[config.mk]
export PLATFORM = sky130hd
export DESIGN_NAME = display_scanout
export DESIGN_NICKNAME = d
export VERILOG_FILES = /design/src/rtl/display_scanout.sv
export SDC_FILE = /design/constraint.sdc
export NUM_CORES = 1
export LEC_CHECK = 0
export ABC_AREA = 0
export CORE_MARGIN = 2
export CORE_UTILIZATION = 35
export DETAILED_ROUTE_END_ITERATION = 6
export GPL_TIMING_DRIVEN = 1
export PLACE_DENSITY = 0.58
export SYNTH_ARGS = -nofsm -noshare
export SYNTH_HDL_FRONTEND = slang
export SYNTH_SLANG_ARGS = --single-unit
[constraint.sdc]
create_clock -name clk -period 5.9 [get_ports clk]
set_clock_uncertainty 0.1 [all_clocks]
set_input_delay 0.59 -clock clk [delete_from_list [all_inputs] [get_ports clk]]
set_output_delay 0.59 -clock clk [all_outputs]
set_load 0.03 [all_outputs]
[src/rtl/display_scanout.sv]
// Parametrised raster timing generator with palette lookup and frame-buffer address generation.
// Optional DISPLAY_TEST_PATTERN_EN replaces the fetched pixel index with eight vertical colour bars.
module display_scanout #(
    parameter int H_SYNC     = 64,
    parameter int H_BACK     = 58,
    parameter int H_ACTIVE   = 640,
    parameter int H_TOTAL    = 858,
    parameter int V_SYNC     = 6,
    parameter int V_BACK     = 32,
    parameter int V_ACTIVE   = 400,
    parameter int V_TOTAL    = 525,
    parameter int CLK_DIV    = 2,
    parameter int COLOR_BITS = 4,
    parameter int ADDR_W     = 18,
    parameter int FETCH_LAT  = 1
) (
    input  logic                  clk,
    input  logic                  reset_n,
    input  logic                  ready,
    input  logic [COLOR_BITS-1:0] color,
    input  logic                  pal_we,
    input  logic [COLOR_BITS-1:0] pal_addr,
    input  logic [9:0]            pal_data,
`ifdef DISPLAY_TEST_PATTERN_EN
    input  logic                  test_pattern,
`endif
    output logic                  hsync,
    output logic                  vsync,
    output logic                  clock_out,
    output logic [3:0]            y,
    output logic [2:0]            cr,
    output logic [2:0]            cb,
    output logic [ADDR_W-1:0]     rd_addr,
    output logic                  de,
    output logic                  frame_start,
    output logic                  underflow
);
    localparam int HW    = $clog2(H_TOTAL);
    localparam int VW    = $clog2(V_TOTAL);
    localparam int DW    = $clog2(CLK_DIV);
    localparam int DEPTH = 1 << COLOR_BITS;
    localparam int H_AS  = H_SYNC + H_BACK;
    localparam int H_AE  = H_AS + H_ACTIVE;
    localparam int V_AS  = V_SYNC + V_BACK;
    localparam int V_AE  = V_AS + V_ACTIVE;
    localparam int H_FS  = H_AS - FETCH_LAT;
    localparam int H_FE  = H_AE - FETCH_LAT;
    localparam logic [DW-1:0] DIV_LAST = DW'(CLK_DIV - 1);
    localparam logic [DW-1:0] DIV_HALF = DW'(CLK_DIV / 2);
    localparam logic [9:0]    BLACK    = 10'b0001_100_100;

    logic [DW-1:0]         div;
    logic [DW-1:0]         div_n;
    logic                  tick;
    logic [HW-1:0]         h;
    logic [VW-1:0]         v;
    logic                  origin;
    logic                  active;
    logic                  fetch;
    logic                  v_act;
    logic                  frame_ok;
    logic [9:0]            pal [DEPTH];
    logic [COLOR_BITS-1:0] pix_idx;

    function automatic logic [9:0] pal_default(input int idx);
        case (idx)
            0:       return 10'b1001_100_100;
            1:       return 10'b0100_010_111;
            2:       return 10'b0010_110_000;
            3:       return 10'b0000_000_000;
            default: return BLACK;
        endcase
    endfunction

    assign tick   = (div == DIV_LAST);
    assign div_n  = tick ? '0 : div + DW'(1);
    assign origin = (h == '0) && (v == '0);
    assign v_act  = (int'(v) >= V_AS) && (int'(v) < V_AE);
    assign active = (int'(h) >= H_AS) && (int'(h) < H_AE) && v_act;
    // The fetch window leads the active window so the returned index lines up with the first pixel.
    assign fetch  = (int'(h) >= H_FS) && (int'(h) < H_FE) && v_act;

`ifdef DISPLAY_TEST_PATTERN_EN
    int bar_val;
    assign bar_val = ((int'(h) - H_AS) * 8) / H_ACTIVE;
    assign pix_idx = test_pattern ? COLOR_BITS'(bar_val) : color;
`else
    assign pix_idx = color;
`endif

    always_ff @(posedge clk) begin
        if (!reset_n) begin
            div       <= '0;
            clock_out <= 1'b0;
        end else begin
            div       <= div_n;
            clock_out <= (div_n >= DIV_HALF);
        end
    end

    always_ff @(posedge clk) begin
        if (!reset_n) begin
            h <= '0;
            v <= '0;
        end else if (tick) begin
            if (int'(h) == H_TOTAL - 1) begin
                h <= '0;
                v <= (int'(v) == V_TOTAL - 1) ? '0 : v + VW'(1);
            end else begin
                h <= h + HW'(1);
            end
        end
    end

    // ready is a level from the frame buffer: sampled once at the frame origin, it admits or skips that whole frame.
    always_ff @(posedge clk) begin
        if (!reset_n) begin
            hsync       <= 1'b0;
            vsync       <= 1'b0;
            de          <= 1'b0;
            frame_start <= 1'b0;
            underflow   <= 1'b0;
            frame_ok    <= 1'b0;
            rd_addr     <= '0;
            {y, cr, cb} <= BLACK;
        end else begin
            frame_start <= tick && origin;
            if (tick) begin
                hsync <= (int'(h) >= H_SYNC);
                vsync <= (int'(v) >= V_SYNC);
                if (origin) begin
                    frame_ok  <= ready;
                    underflow <= underflow | ~ready;
                    rd_addr   <= '0;
                end else if (fetch && frame_ok) begin
                    rd_addr <= rd_addr + ADDR_W'(1);
                end
                if (active && frame_ok) begin
                    de          <= 1'b1;
                    {y, cr, cb} <= pal[pix_idx];
                end else begin
                    de          <= 1'b0;
                    {y, cr, cb} <= BLACK;
                end
            end
        end
    end

    always_ff @(posedge clk) begin
        if (!reset_n) begin
            for (int i = 0; i < DEPTH; i++) pal[i] <= pal_default(i);
        end else if (pal_we) begin
            pal[pal_addr] <= pal_data;
        end
    end
endmodule

==> results of run 1 <==
-- cells in the mapped netlist (2+ instances only) --
master,count
sky130_fd_sc_hd__edfxtp_1,160
sky130_fd_sc_hd__and2_1,115
sky130_fd_sc_hd__dfxtp_1,55
sky130_fd_sc_hd__mux4_2,50
sky130_fd_sc_hd__nor2_1,49
sky130_fd_sc_hd__nand2_1,40
sky130_fd_sc_hd__or3_1,39
sky130_fd_sc_hd__clkbuf_1,37
sky130_fd_sc_hd__o21ai_0,32
sky130_fd_sc_hd__nand2b_1,19
sky130_fd_sc_hd__inv_1,17
sky130_fd_sc_hd__nand3_1,16
sky130_fd_sc_hd__nand4_1,13
sky130_fd_sc_hd__and3_1,10
sky130_fd_sc_hd__xor2_1,10
sky130_fd_sc_hd__ha_1,9
sky130_fd_sc_hd__xnor2_1,9
sky130_fd_sc_hd__a21oi_1,8
sky130_fd_sc_hd__buf_2,7
sky130_fd_sc_hd__nor3_1,7
sky130_fd_sc_hd__nor4_1,4
sky130_fd_sc_hd__a31oi_1,3
sky130_fd_sc_hd__and4_1,3
sky130_fd_sc_hd__o211ai_1,3
sky130_fd_sc_hd__o21ai_1,3
sky130_fd_sc_hd__o22a_1,3
sky130_fd_sc_hd__a21o_1,2
sky130_fd_sc_hd__buf_1,2
sky130_fd_sc_hd__nor3b_1,2
sky130_fd_sc_hd__nor4b_1,2
sky130_fd_sc_hd__o2111ai_1,2
sky130_fd_sc_hd__o21a_1,2
sky130_fd_sc_hd__o21ai_2,2
sky130_fd_sc_hd__o31ai_1,2
sky130_fd_sc_hd__or4_1,2
-- cell type report --
type                    count  area [um^2]  share of cell area, %
flip-flops and latches    215         5910                   50.6
inverters                  18         67.6                  0.579
multi-input cells         487         3840                   32.9
clock buffers              34          662                   5.67
well taps                 378          473                   4.05
repair buffers             70          653                   5.59
clock inverters            10         72.6                  0.622
-- power breakdown --
group | total (uW) | switching, uW | internal [uW]
sequential | 1720 | 26.8 | 1690
clock | 1390 | 603 | 785
combinational | 241 | 137 | 104
total | 3350 | 767 | 2580
-- logic make-up (layout without fill, tap and decap cells) --
kind of cell             Yosys count  in the layout  synth area share (%)
XOR/XNOR                          19             19                  1.66
flip-flops                       215            215                  59.1
AO/OA/AOI/OAI                     76             76                  5.32
multiplexers                      51             51                  11.4
adder cells (fa/ha/maj)            9              9                  1.13
buffers and inverters             64            132                  2.49
AND/OR/NAND/NOR                  332            332                  19.0
-- worst max-delay path, delay by kind of cell --
| kind | cells | cell delay (ns) |
|---|---|---|
| buffers and inverters | 1 | 0.67 |
| and+or+nand+nor | 5 | 1.82 |
-- worst paths after layout --
path	startpoint	endpoint	slack (ns)	depth (start not counted)
setup / recovery	reset_n	pal[4][3]$_SDFFCE_PN0P_	2.87	6
hold / removal	de$_SDFFE_PN0P_	de$_SDFFE_PN0P_	0.34	2
setup reg to reg	clock_out$_SDFF_PN0_	cr[2]$_SDFFE_PN1P_	3.42	5
hold reg to reg	de$_SDFFE_PN0P_	de$_SDFFE_PN0P_	0.34	2
-- per-stage QoR --
step	cells	hold WS, ns	power [uW]	utilization (%)	cell area, um^2
final	1212	0.343	3350	41.8	11700
after global routing	1212	0.379	3470	41.8	11700
after CTS	1212	0.345	3380	41.8	11700
after detailed placement	1168	0.335	1990	39.2	10900
after global placement	1168	0.332	1990	39.2	10900
after floorplan	766	0.363	1890	-	10000
-- layer usage --
metal / vias up / part of all wire, % / global-route usage [%]
li1: 2936 / - / -
met1: 3051 / 45 / 21.7
met2: 166 / 48 / 27.2
met3: 34 / 5.6 / 3.19
met4: 0 / 1.9 / 3.60
met5: - / 0 / 0
-- registers in the layout, indices dropped and copies added (netlist names) --
| name | count |
|---|---|
| cb | 3 |
| clock_out | 1 |
| cr | 3 |
| de | 1 |
| frame_ok | 1 |
| frame_start | 1 |
| h | 10 |
| hsync | 1 |
| pal | 160 |
| rd_addr | 18 |
| underflow | 1 |
| v | 10 |
| vsync | 1 |
| y | 4 |
==> results by stage, run 1 <==
Timing:
- The number of endpoints with negative hold slack in the final report is 0.
- Setup slack on the critical path of the routed design comes to 2.87 ns.
- The number of failing setup endpoints in the final timing report is 0.
- Measured against its own limit, the worst slew margin works out to 31.2%.
- Dividing the final minimum period by the clock period gives 51.4%.
- Setup repair after global routing left no endpoint under its margin.
- After routing, the total negative slack on setup checks comes to 0 ns.
- The achievable frequency is 0.330 GHz.
- The final max-slew violation count is 0.
- The smallest clock period supported by the final layout is computed as 3.03 ns.
- The slew at the pin with the worst max-slew slack is 1.03 ns.

Setup path:
- For the worst setup path, the data arrival time is 3.09 ns.
- Walking the worst path, the cells encountered are clkdlybuf4s50_1 -> nand2_1 -> nor2_1 -> nand2_1 -> nor3_1 -> nand2b_1.
- For this run, the slowest stage of the critical path takes 0.81 ns.
- The required arrival time at the worst endpoint is 5.96 ns.
- Among the stages of the critical path, the cell type that occurs most often is sky130_fd_sc_hd__nand2_1.
- The slowest cell on the critical path is sky130_fd_sc_hd__nor3_1.
- Of all nets on the critical path, the largest fanout is 16.
- The startpoint-to-endpoint class of the critical path is in2reg.
- The kind of start point of the critical path is an input port.
- The worst setup path is captured at a flip-flop.

Route:
- The number of DRC markers after the initial detailed-route iteration is 512.
- In the routed design, unresolved DRC markers number 0.
- Dividing the detail-routed via count by the number of cells gives 5.10.
- The total wirelength of the detailed-routed design is 23.8 mm.
- The pre-antenna-repair detailed-routing pass consisted of 5 iterations.
- The routed wirelength normalized by instance count is 19.7 um.
- In this run the remaining antenna-violating nets after routing total 0.
- The routed via count is 6,187.

Layout:
- The layout net count is 847.
- The area growth from synthesis to final layout is 16.8%.
- The share of post-route cells with drive strength above 1 is 13.9%.
- The number of antenna diodes in the final layout is 0.
- The library cell used most frequently in the layout, excluding fill and tap cells, is sky130_fd_sc_hd__edfxtp_1.
- Fill cells in the final layout number 2,631.
- The top cell types in the final layout, fill and taps aside, are sky130_fd_sc_hd__edfxtp_1 (160), sky130_fd_sc_hd__and2_1 (115), sky130_fd_sc_hd__dfxtp_1 (55).

Power:
- Power spread over the standard cell area amounts to 287 mW/mm^2.
- For this design the static power due to leakage is 0.00399 uW.
- The highest ir drop seen on vdd is 0.000219 V.

Synth:
- During synthesis, Yosys emitted a total of 0 warnings.
- The post-synthesis instance area is 0.0100 mm^2.
- Synthesis instantiated 62 different standard cells from the library.
- The number of synthesized flops with an enable pin is 160.
- The area share of the largest cell type after synthesis is 48.1%.
- For this run, the register share of the synthesized area comes to 59.1%.
- When the netlist entered floorplanning its net count stood at 797.
- The post-synthesis area per instance is 13.1 um^2.
- In the synthesized netlist, the number of instances is 766.
- The share of synthesized registers carrying an async set or reset is 0%.
- The flop and latch count out of synthesis is 215.
- Sorting the synthesized cells by area gives the leading types as sky130_fd_sc_hd__edfxtp_1 (48%), sky130_fd_sc_hd__mux4_2 (11%), sky130_fd_sc_hd__dfxtp_1 (11%).
- The top flip-flop cell by instance count after synthesis is sky130_fd_sc_hd__edfxtp_1.
- The largest total area in the synthesized netlist belongs to sky130_fd_sc_hd__edfxtp_1.

Global route:
- The global-route usage over all layers is 16.2%.
- Summed over all layers, the global routing overflow is 0.
- The number of antenna violations at the first check in global routing is 0.
- The first global-routing pass estimated 37.7 mm of wire.
- The largest net degree at the start of global routing is 41.
- The via count of the first global-routing pass came to 6,276.

Clocking:
- The tree is rooted in a sky130_fd_sc_hd__clkbuf_16.
- The number of clock buffers added by TritonCTS is 24.
- The clock tree from TritonCTS is built.
- Once the clock tree was built, the resizer swapped 0 gates to a different size.
- The quantity of hold-fixing buffers added after cts is 0.
- After clock tree synthesis, the setup repair step added 0 buffers.
- The number of H-tree branching levels is 1.
- Clock-pin slew was measured on the worst setup and hold paths at 0.06 ns.
- The count of clock tree sinks is 215.
- At the later pin of the worst-skew pair, clock insertion delay measures 0.54 ns.
- The buffer depth of the longest clock path is 3.

Floorplan:
- In this run the standard cell core region covers 0.0279 mm^2.
- The die outline area is 0.0299 mm^2.
- The height of the die is 173 um.
- Once the floorplan was initialized, standard cells occupied 35.8% of the core.
- The cell row count is 61.
- The number of primary I/O pins is 56.
- From left edge to right edge, the die measures 173 um.

Place:
- The final weighted congestion of routability-driven global placement is 0.784.
- Buffers placed on the I/O ports in this run total 55.
- The half-perimeter wire length of the detailed placement result is 16.6 mm.
- The setup slack at placement is 2.37 ns.

Run:
- The tool flagged a number of max-cap violations equal to 0.

Status:
- The run finished with clean final reports.

Hold path:
- The type of the tightest min-delay check is reg2reg.
Power figures use the tool's default switching activity.
==> run 2: changes to the inputs <==
Clock period 5.9 ns to 3 ns, I/O delays scaled along.
==> run 2 against run 1 <==
Clock power is 130% higher; sequential power up 96%; sequential cell count did not move; utilization is 1.1 points higher; non-clock buffer count rose by 21; total power grew 110%; via count rose by 1.3%; critical path depth is 2 higher; worst hold slack lost 0.0047 ns; combinational power increased by 110%; critical path type is now reg2reg.
==> results by stage, run 2 (same netlist as run 1, synthesis figures left out) <==
Setup path:
- The slowest cell on the critical path is sky130_fd_sc_hd__dfxtp_1 (was sky130_fd_sc_hd__nor3_1).
- The endpoint arrival time on the critical path is 2.69 ns (was 3.09 ns).
- The required arrival time at the worst endpoint came to 3.31 ns (was 5.96 ns).
- The endpoint kind of the worst setup timing path was a flip-flop (unchanged).
- Chain of cells forming the critical path: inv_1 -> ha_1 -> nor3b_1 -> o21ai_0 -> a21oi_1 -> nor2_1 -> nand2_1 -> o41ai_2 (was clkdlybuf4s50_1 -> nand2_1 -> nor2_1 -> nand2_1 -> nor3_1 -> nand2b_1).
- The maximum fanout encountered on the critical timing path is 6 (was 16).
- The kind of start point of the critical path was a flip-flop (was input port).
- The maximum cell stage delay along the critical path was 0.42 ns (was 0.81 ns).
- The startpoint-to-endpoint class of the critical path is reg2reg (was in2reg).
- The cell depth of the worst flop-to-flop path was 8 (was 5).

Global route:
- The via count of the first global-routing pass is 6,299 (was 6,276).
- The number of antenna violations at the first check in global routing is 0 (unchanged).
- The global-route wire length before repair is 37.3 mm (was 37.7 mm).
- The largest net degree at the start of global routing is 25 (was 41).
- The global-route congestion overflow total is 0 (unchanged).
- The global-route usage over all layers is 15.9% (was 16.2%).

Floorplan:
- The cell row count is 61 (unchanged).
- The core footprint is 0.0279 mm^2 (unchanged).
- The number of primary I/O pins was 56 (unchanged).
- The die outline area was 0.0299 mm^2 (unchanged).
- The die outline width was 173 um (unchanged).
- The height of the die is 173 um (unchanged).
- The initial core utilization is 35.8% (unchanged).

Clocking:
- The quantity of hold-fixing buffers added after cts is 0 (unchanged).
- The clock latency of the later-clocked register in the worst-skew pair is 0.53 ns (was 0.54 ns).
- The buffer type at the clock tree root is sky130_fd_sc_hd__clkbuf_16 (unchanged).
- The clock tree from TritonCTS is built (unchanged).
- The count of buffers added by post-CTS timing repair for setup was 0 (unchanged).
- The count of clock tree sinks is 215 (unchanged).
- The clock transition at the register clock pins on the worst setup and hold paths after CTS is 0.06 ns (about the same).
- The buffer depth of the longest clock path came to 3 (unchanged).
- The number of H-tree branching levels came to 1 (unchanged).
- The number of resized instances in the post-cts repair step is 0 (unchanged).
- The number of buffers created by CTS is 25 (was 24).

Route:
- The routed wirelength normalized by instance count is 19.2 um (was 19.7 um).
- The total wirelength of the detailed-routed design is 23.7 mm (was 23.8 mm).
- The number of DRC markers after the initial detailed-route iteration is 535 (was 512).
- The count of TritonRoute iterations in the first routing pass is 5 (unchanged).
- The via density per instance came to 5.08 (was 5.10).
- The DRC violations left was 0 (unchanged).
- The post-route antenna net violation count is 0 (unchanged).
- The routed via count is 6,269 (was 6,187).

Layout:
- The flip-flop count of the largest register after layout is 160 (unchanged).
- The layout net count was 869 (was 847).
- The total area of multi-input combinational cells is 0.00384 mm^2 (unchanged).
- The area used by sequential logic in the layout came to 0.00591 mm^2 (unchanged).
- Top Registers: pal: 160 flops, rd_addr: 18 flops (unchanged).
- The area growth from synthesis to final layout is 19.9% (was 16.8%).
- The non-filler instance count after layout is 1,235 (was 1,212).
- The most common cell after layout, fill and taps aside was sky130_fd_sc_hd__edfxtp_1 (unchanged).
- The number of filler instances in the final layout is 2,623 (was 2,631).
- The register with the most flip-flops is pal (unchanged).
- The share of post-route cells with drive strength above 1 came to 16.7% (was 13.9%).
- Top library cells by usage in the layout, fill and taps aside: sky130_fd_sc_hd__edfxtp_1 (160), sky130_fd_sc_hd__and2_1 (115), sky130_fd_sc_hd__dfxtp_1 (55) (unchanged).

Power:
- The combinational share of power is 7.1% (was 7.2%).
- The highest ir drop seen on vdd is 0.000638 V (was 0.000219 V).
- The switching portion of total power is 21.5% (was 22.9%).
- The net switching power of the design is 1520 uW (was 767 uW).
- The part of the power in the clock network is 45.1% (was 41.5%).
- The internal power is 5530 uW (was 2580 uW).
- The cell leakage power came to 0.00417 uW (was 0.00399 uW).
- The power share of the sequential group is 47.8% (was 51.3%).
- The total power per unit cell area is 588 mW/mm^2 (was 287 mW/mm^2).

Place:
- The final weighted congestion of routability-driven global placement is 0.838 (was 0.784).
- The number of placed instances, taps included is 1,189 (was 1,168).
- The quantity of I/O buffers inserted on ports is 55 (unchanged).
- The half-perimeter wire length of the detailed placement result came to 17.0 mm (was 16.6 mm).

Timing:
- The tightest slew margin relative to the limit is 32.4% (was 31.2%).
- The final max-slew violation count was 0 (unchanged).
- The number of endpoints with negative hold slack in the final report is 0 (unchanged).
- The final total negative setup slack is 0 ns (unchanged).
- Setup repair after global routing missed its margin: false (unchanged).
- Timing would allow up to 0.421 GHz.
- Counting I/O delays and the setup requirement, the final critical path takes 2.38 ns.
- The number of failing setup endpoints in the final timing report is 0 (unchanged).
- The fraction of the cycle the final worst path needs is 79.2%.
- The slew at the pin with the worst max-slew slack is 1.01 ns (was 1.03 ns).

Status:
- Run status: finished clean (unchanged).

Hold path:
- The number of cells on the worst hold path is 2 (unchanged).
- The type of the tightest min-delay check is reg2reg (unchanged).

Run:
- The max capacitance violation total is 0 (unchanged).
-- run 2: critical path: cells and delay by family, from the launching register on --
kind,cells,cell delay (ns)
buffers and inverters,1,0.12
and+or+nand+nor,3,0.55
DFF,1,0.42
AOI/OAI and AO/OA,3,0.88
adders and majority gates,1,0.21
-- run 2: path summary, 6_finish.rpt --
kind                                        start                       end  slack (ns)
worst max-delay path            h[1]$_SDFFE_PN0P_  rd_addr[17]$_SDFFE_PN0P_        0.62
worst min-delay path              de$_SDFFE_PN0P_           de$_SDFFE_PN0P_        0.34
worst max register to register  h[1]$_SDFFE_PN0P_  rd_addr[17]$_SDFFE_PN0P_        0.62
worst min register to register    de$_SDFFE_PN0P_           de$_SDFFE_PN0P_        0.34
-- run 2: power by group through the flow --
| stage | clock network, uW | logic, uW | registers, uW |
|---|---|---|---|
| floorplan | 0 | 298 | 3420 |
| CTS | 3240 | 509 | 3370 |
| global route | 3350 | 540 | 3390 |
| detailed placement | 0 | 508 | 3430 |
| global placement | 0 | 502 | 3430 |
| finish | 3180 | 500 | 3370 |
-- run 2: layout make-up --
| type | count | area share, % |
|---|---|---|
| Timing Repair Buffer | 91 | 6.97 |
| Antenna cell | 1 | 0.0209 |
| Clock buffer | 32 | 5.53 |
| Sequential cell | 215 | 49.3 |
| Inverter | 18 | 0.564 |
| Tap cell | 378 | 3.95 |
| Clock inverter | 13 | 1.63 |
| Multi-Input combinational cell | 487 | 32.1 |
-- run 2: metal layers --
metal | track usage, % | share of wire (%)
met4 | 4.10 | 2.4
met1 | 22.8 | 47
met3 | 2.46 | 5.3
met2 | 25.3 | 45
met5 | 0 | 0
-- run 2: through the flow --
stage                     util, %  power (uW)  cell area [um^2]  hold WS, ns  worst slack, ns
after detailed placement     39.8        3940             11100        0.332            0.534
after floorplan                 -        3720             10000        0.344            0.732
after global routing         42.9        7280             12000        0.374            0.412
final                        42.9        7050             12000        0.338            0.624
after global placement       39.8        3940             11100        0.331            0.564
after CTS                    42.9        7120             12000        0.341            0.580
==> run 3: changes to the inputs <==
Clock period 3 ns to 2.28 ns, I/O delays scaled along.
==> run 3 against run 2 <==
Global-route usage grew 0.30 points; critical endpoint is now rd_addr[8]$_SDFFE_PN0P_; critical path type unchanged; worst setup slack lost 0.54 ns; total power grew 30%; non-clock buffer count grew 35; critical path depth grew 1; clock-buffer cell count shrank 2.
==> results by stage, run 3 (same netlist as run 1, synthesis figures left out) <==
Timing:
- The tightest slew margin relative to the limit is 54.1% (was 32.4%).
- Setup repair after global routing missed its margin: true (was false).
- The number of endpoints with negative hold slack in the final report was 0 (unchanged).
- The slew at the pin with the worst max-slew slack is 0.686 ns (was 1.01 ns).
- The final max-slew violation count came to 0 (unchanged).
- The fraction of the cycle the final worst path needs came to 96.2% (was 79.2%).
- The post-layout minimum cycle time is 2.19 ns (was 2.38 ns).
- The least setup slack across all paths after layout was 0.0867 ns (was 0.624 ns).
- The achievable frequency is 0.456 GHz (was 0.421 GHz).
- The number of failing setup endpoints in the final timing report is 0 (unchanged).

Power:
- The net switching power of the design came to 2000 uW (was 1520 uW).
- The highest ir drop seen on vdd is 0.000568 V (was 0.000638 V).
- The combinational share of power is 7.7% (was 7.1%).
- The internal power came to 7170 uW (was 5530 uW).
- The switching portion of total power was 21.8% (was 21.5%).
- The power share of the sequential group is 48.3% (was 47.8%).
- The total power per unit cell area is 746 mW/mm^2 (was 588 mW/mm^2).
- The part of the power in the clock network is 43.9% (was 45.1%).
- The cell leakage power was 0.00434 uW (was 0.00417 uW).
- The total power is 9170 uW (was 7050 uW).

Clocking:
- The number of H-tree branching levels is 1 (unchanged).
- The clock transition at the register clock pins on the worst setup and hold paths after CTS is 0.06 ns (about the same).
- The buffer depth of the longest clock path is 3 (unchanged).
- The clock tree from TritonCTS is built (unchanged).
- The number of buffers created by CTS is 25 (unchanged).
- The quantity of hold-fixing buffers added after cts is 0 (unchanged).
- The count of clock tree sinks came to 215 (unchanged).
- The buffer type at the clock tree root is sky130_fd_sc_hd__clkbuf_16 (unchanged).
- The clock latency of the later-clocked register in the worst-skew pair is 0.53 ns (about the same).

Hold path:
- The number of cells on the worst hold path came to 3 (was 2).
- The type of the tightest min-delay check was in2reg (was reg2reg).

Global route:
- The global-route congestion overflow total is 0 (unchanged).
- The global-route usage over all layers is 16.2% (was 15.9%).
- The via count of the first global-routing pass is 6,366 (was 6,299).
- The global-route wire length before repair is 37.8 mm (was 37.3 mm).
- The largest net degree at the start of global routing is 41 (was 25).
- The number of antenna violations at the first check in global routing is 0 (unchanged).

Run:
- The max capacitance violation total came to 0 (unchanged).

Place:
- The half-perimeter wire length of the detailed placement result is 17.1 mm (was 17.0 mm).
- The setup slack at placement is -0.143 ns (was 0.534 ns).
- The final weighted congestion of routability-driven global placement is 0.780 (was 0.838).
- The quantity of I/O buffers inserted on ports was 55 (unchanged).
- The cell area after placement is 0.0114 mm^2 (was 0.0111 mm^2).

Route:
- The routed via count is 6,336 (was 6,269).
- The post-route antenna net violation count was 0 (unchanged).
- The number of DRC markers after the initial detailed-route iteration is 607 (was 535).
- The DRC violations left is 0 (unchanged).
- The total wirelength of the detailed-routed design was 24.0 mm (was 23.7 mm).
- The via density per instance is 4.99 (was 5.08).
- The count of TritonRoute iterations in the first routing pass was 5 (unchanged).
- The routed wirelength normalized by instance count is 18.9 um (was 19.2 um).

Layout:
- Top Registers: pal: 160 flops, rd_addr: 18 flops (unchanged).
- The final non-filler cell area is 0.0123 mm^2 (was 0.0120 mm^2).
- The register with the most flip-flops is pal (unchanged).
- The flip-flop count of the largest register after layout is 160 (unchanged).
- The most common cell after layout, fill and taps aside is sky130_fd_sc_hd__edfxtp_1 (unchanged).
- The number of filler instances in the final layout is 2,615 (was 2,623).
- Top library cells by usage in the layout, fill and taps aside: sky130_fd_sc_hd__edfxtp_1 (160), sky130_fd_sc_hd__and2_1 (115), sky130_fd_sc_hd__buf_4 (64) (was sky130_fd_sc_hd__edfxtp_1 (160), sky130_fd_sc_hd__and2_1 (115), sky130_fd_sc_hd__dfxtp_1 (55)).
- The area growth from synthesis to final layout came to 22.9% (was 19.9%).
- The share of post-route cells with drive strength above 1 is 20.1% (was 16.7%).
- The layout net count was 904 (was 869).

Setup path:
- The cell depth of the worst flop-to-flop path is 9 (was 8).
- The kind of start point of the critical path is a flip-flop (unchanged).
- The endpoint kind of the worst setup timing path is a flip-flop (unchanged).
- The maximum fanout encountered on the critical timing path was 8 (was 6).
- The endpoint arrival time on the critical path is 2.50 ns (was 2.69 ns).
- The startpoint-to-endpoint class of the critical path is reg2reg (unchanged).
- The required arrival time at the worst endpoint is 2.58 ns (was 3.31 ns).

Status:
- Run status: finished clean (unchanged).

Floorplan:
- The cell row count was 61 (unchanged).
- The die outline area was 0.0299 mm^2 (unchanged).
- The height of the die is 173 um (unchanged).
- The core footprint is 0.0279 mm^2 (unchanged).
- The initial core utilization is 35.8% (unchanged).
- The number of primary I/O pins is 56 (unchanged).
- The die outline width was 173 um (unchanged).
## run 3: layer usage
layer  routed length (um)  track usage (%)  up-vias
li1                     -                -     3053
met1                10600             22.1     3094
met2                11700             27.2      153
met3                 1180             2.46       36
met4                  531             3.95        0
met5                    0                0        -
## run 3: power by group through the flow
stage	Combinational [uW]	Sequential, uW	Clock (uW)
6_report	707	4430	4030
5_1_grt	764	4450	4270
4_1_cts	714	4430	4120
3_5_place_dp	713	4520	0
3_3_place_gp	709	4510	0
2_1_floorplan	393	4500	0
## run 3: repair_timing
action                     4_1_cts  5_1_grt
setup buffers                    0        2
setup endpoints to repair        0       15
resized for setup                0        4
## run 3: path summary, 6_finish.rpt
check                     from  slack, ns                      end
max          h[0]$_SDFFE_PN0P_       0.09  rd_addr[8]$_SDFFE_PN0P_
min                      ready       0.27    frame_ok$_SDFFE_PN0P_
max reg2reg  h[0]$_SDFFE_PN0P_       0.09  rd_addr[8]$_SDFFE_PN0P_
min reg2reg    de$_SDFFE_PN0P_       0.35          de$_SDFFE_PN0P_
## run 3: through the flow
stage | util (%) | setup TNS, ns | cells | hold WS [ns]
floorplan | - | 0 | 766 | 0.272
global placement | 40.9 | -2.17 | 1222 | 0.338
detailed placement | 40.9 | -3.01 | 1222 | 0.347
CTS | 43.9 | 0 | 1267 | 0.257
global route | 44.0 | -0.0181 | 1269 | 0.278
finish | 44.0 | 0 | 1270 | 0.273
## run 3: layout make-up
cell class	count	area, um^2	share of cell area, %
diodes	1	2.50	0.0204
flip-flops and latches	215	5910	48.1
repair buffers	126	1160	9.45
well taps	378	473	3.85
clock inverters	15	179	1.46
inverters	18	67.6	0.550
clock buffers	30	644	5.24
multi-input cells	487	3850	31.3
## run 3: worst max-delay path: stages, from the launching register on
cell                      delay [ns]
sky130_fd_sc_hd__dfxtp_1        0.34
sky130_fd_sc_hd__inv_1          0.11
sky130_fd_sc_hd__ha_1           0.16
sky130_fd_sc_hd__nor4b_1        0.24
sky130_fd_sc_hd__nand4_1        0.28
sky130_fd_sc_hd__o21ai_2        0.28
sky130_fd_sc_hd__buf_4          0.15
sky130_fd_sc_hd__nor3_4         0.06
sky130_fd_sc_hd__a21o_1         0.19
sky130_fd_sc_hd__a22o_1         0.17
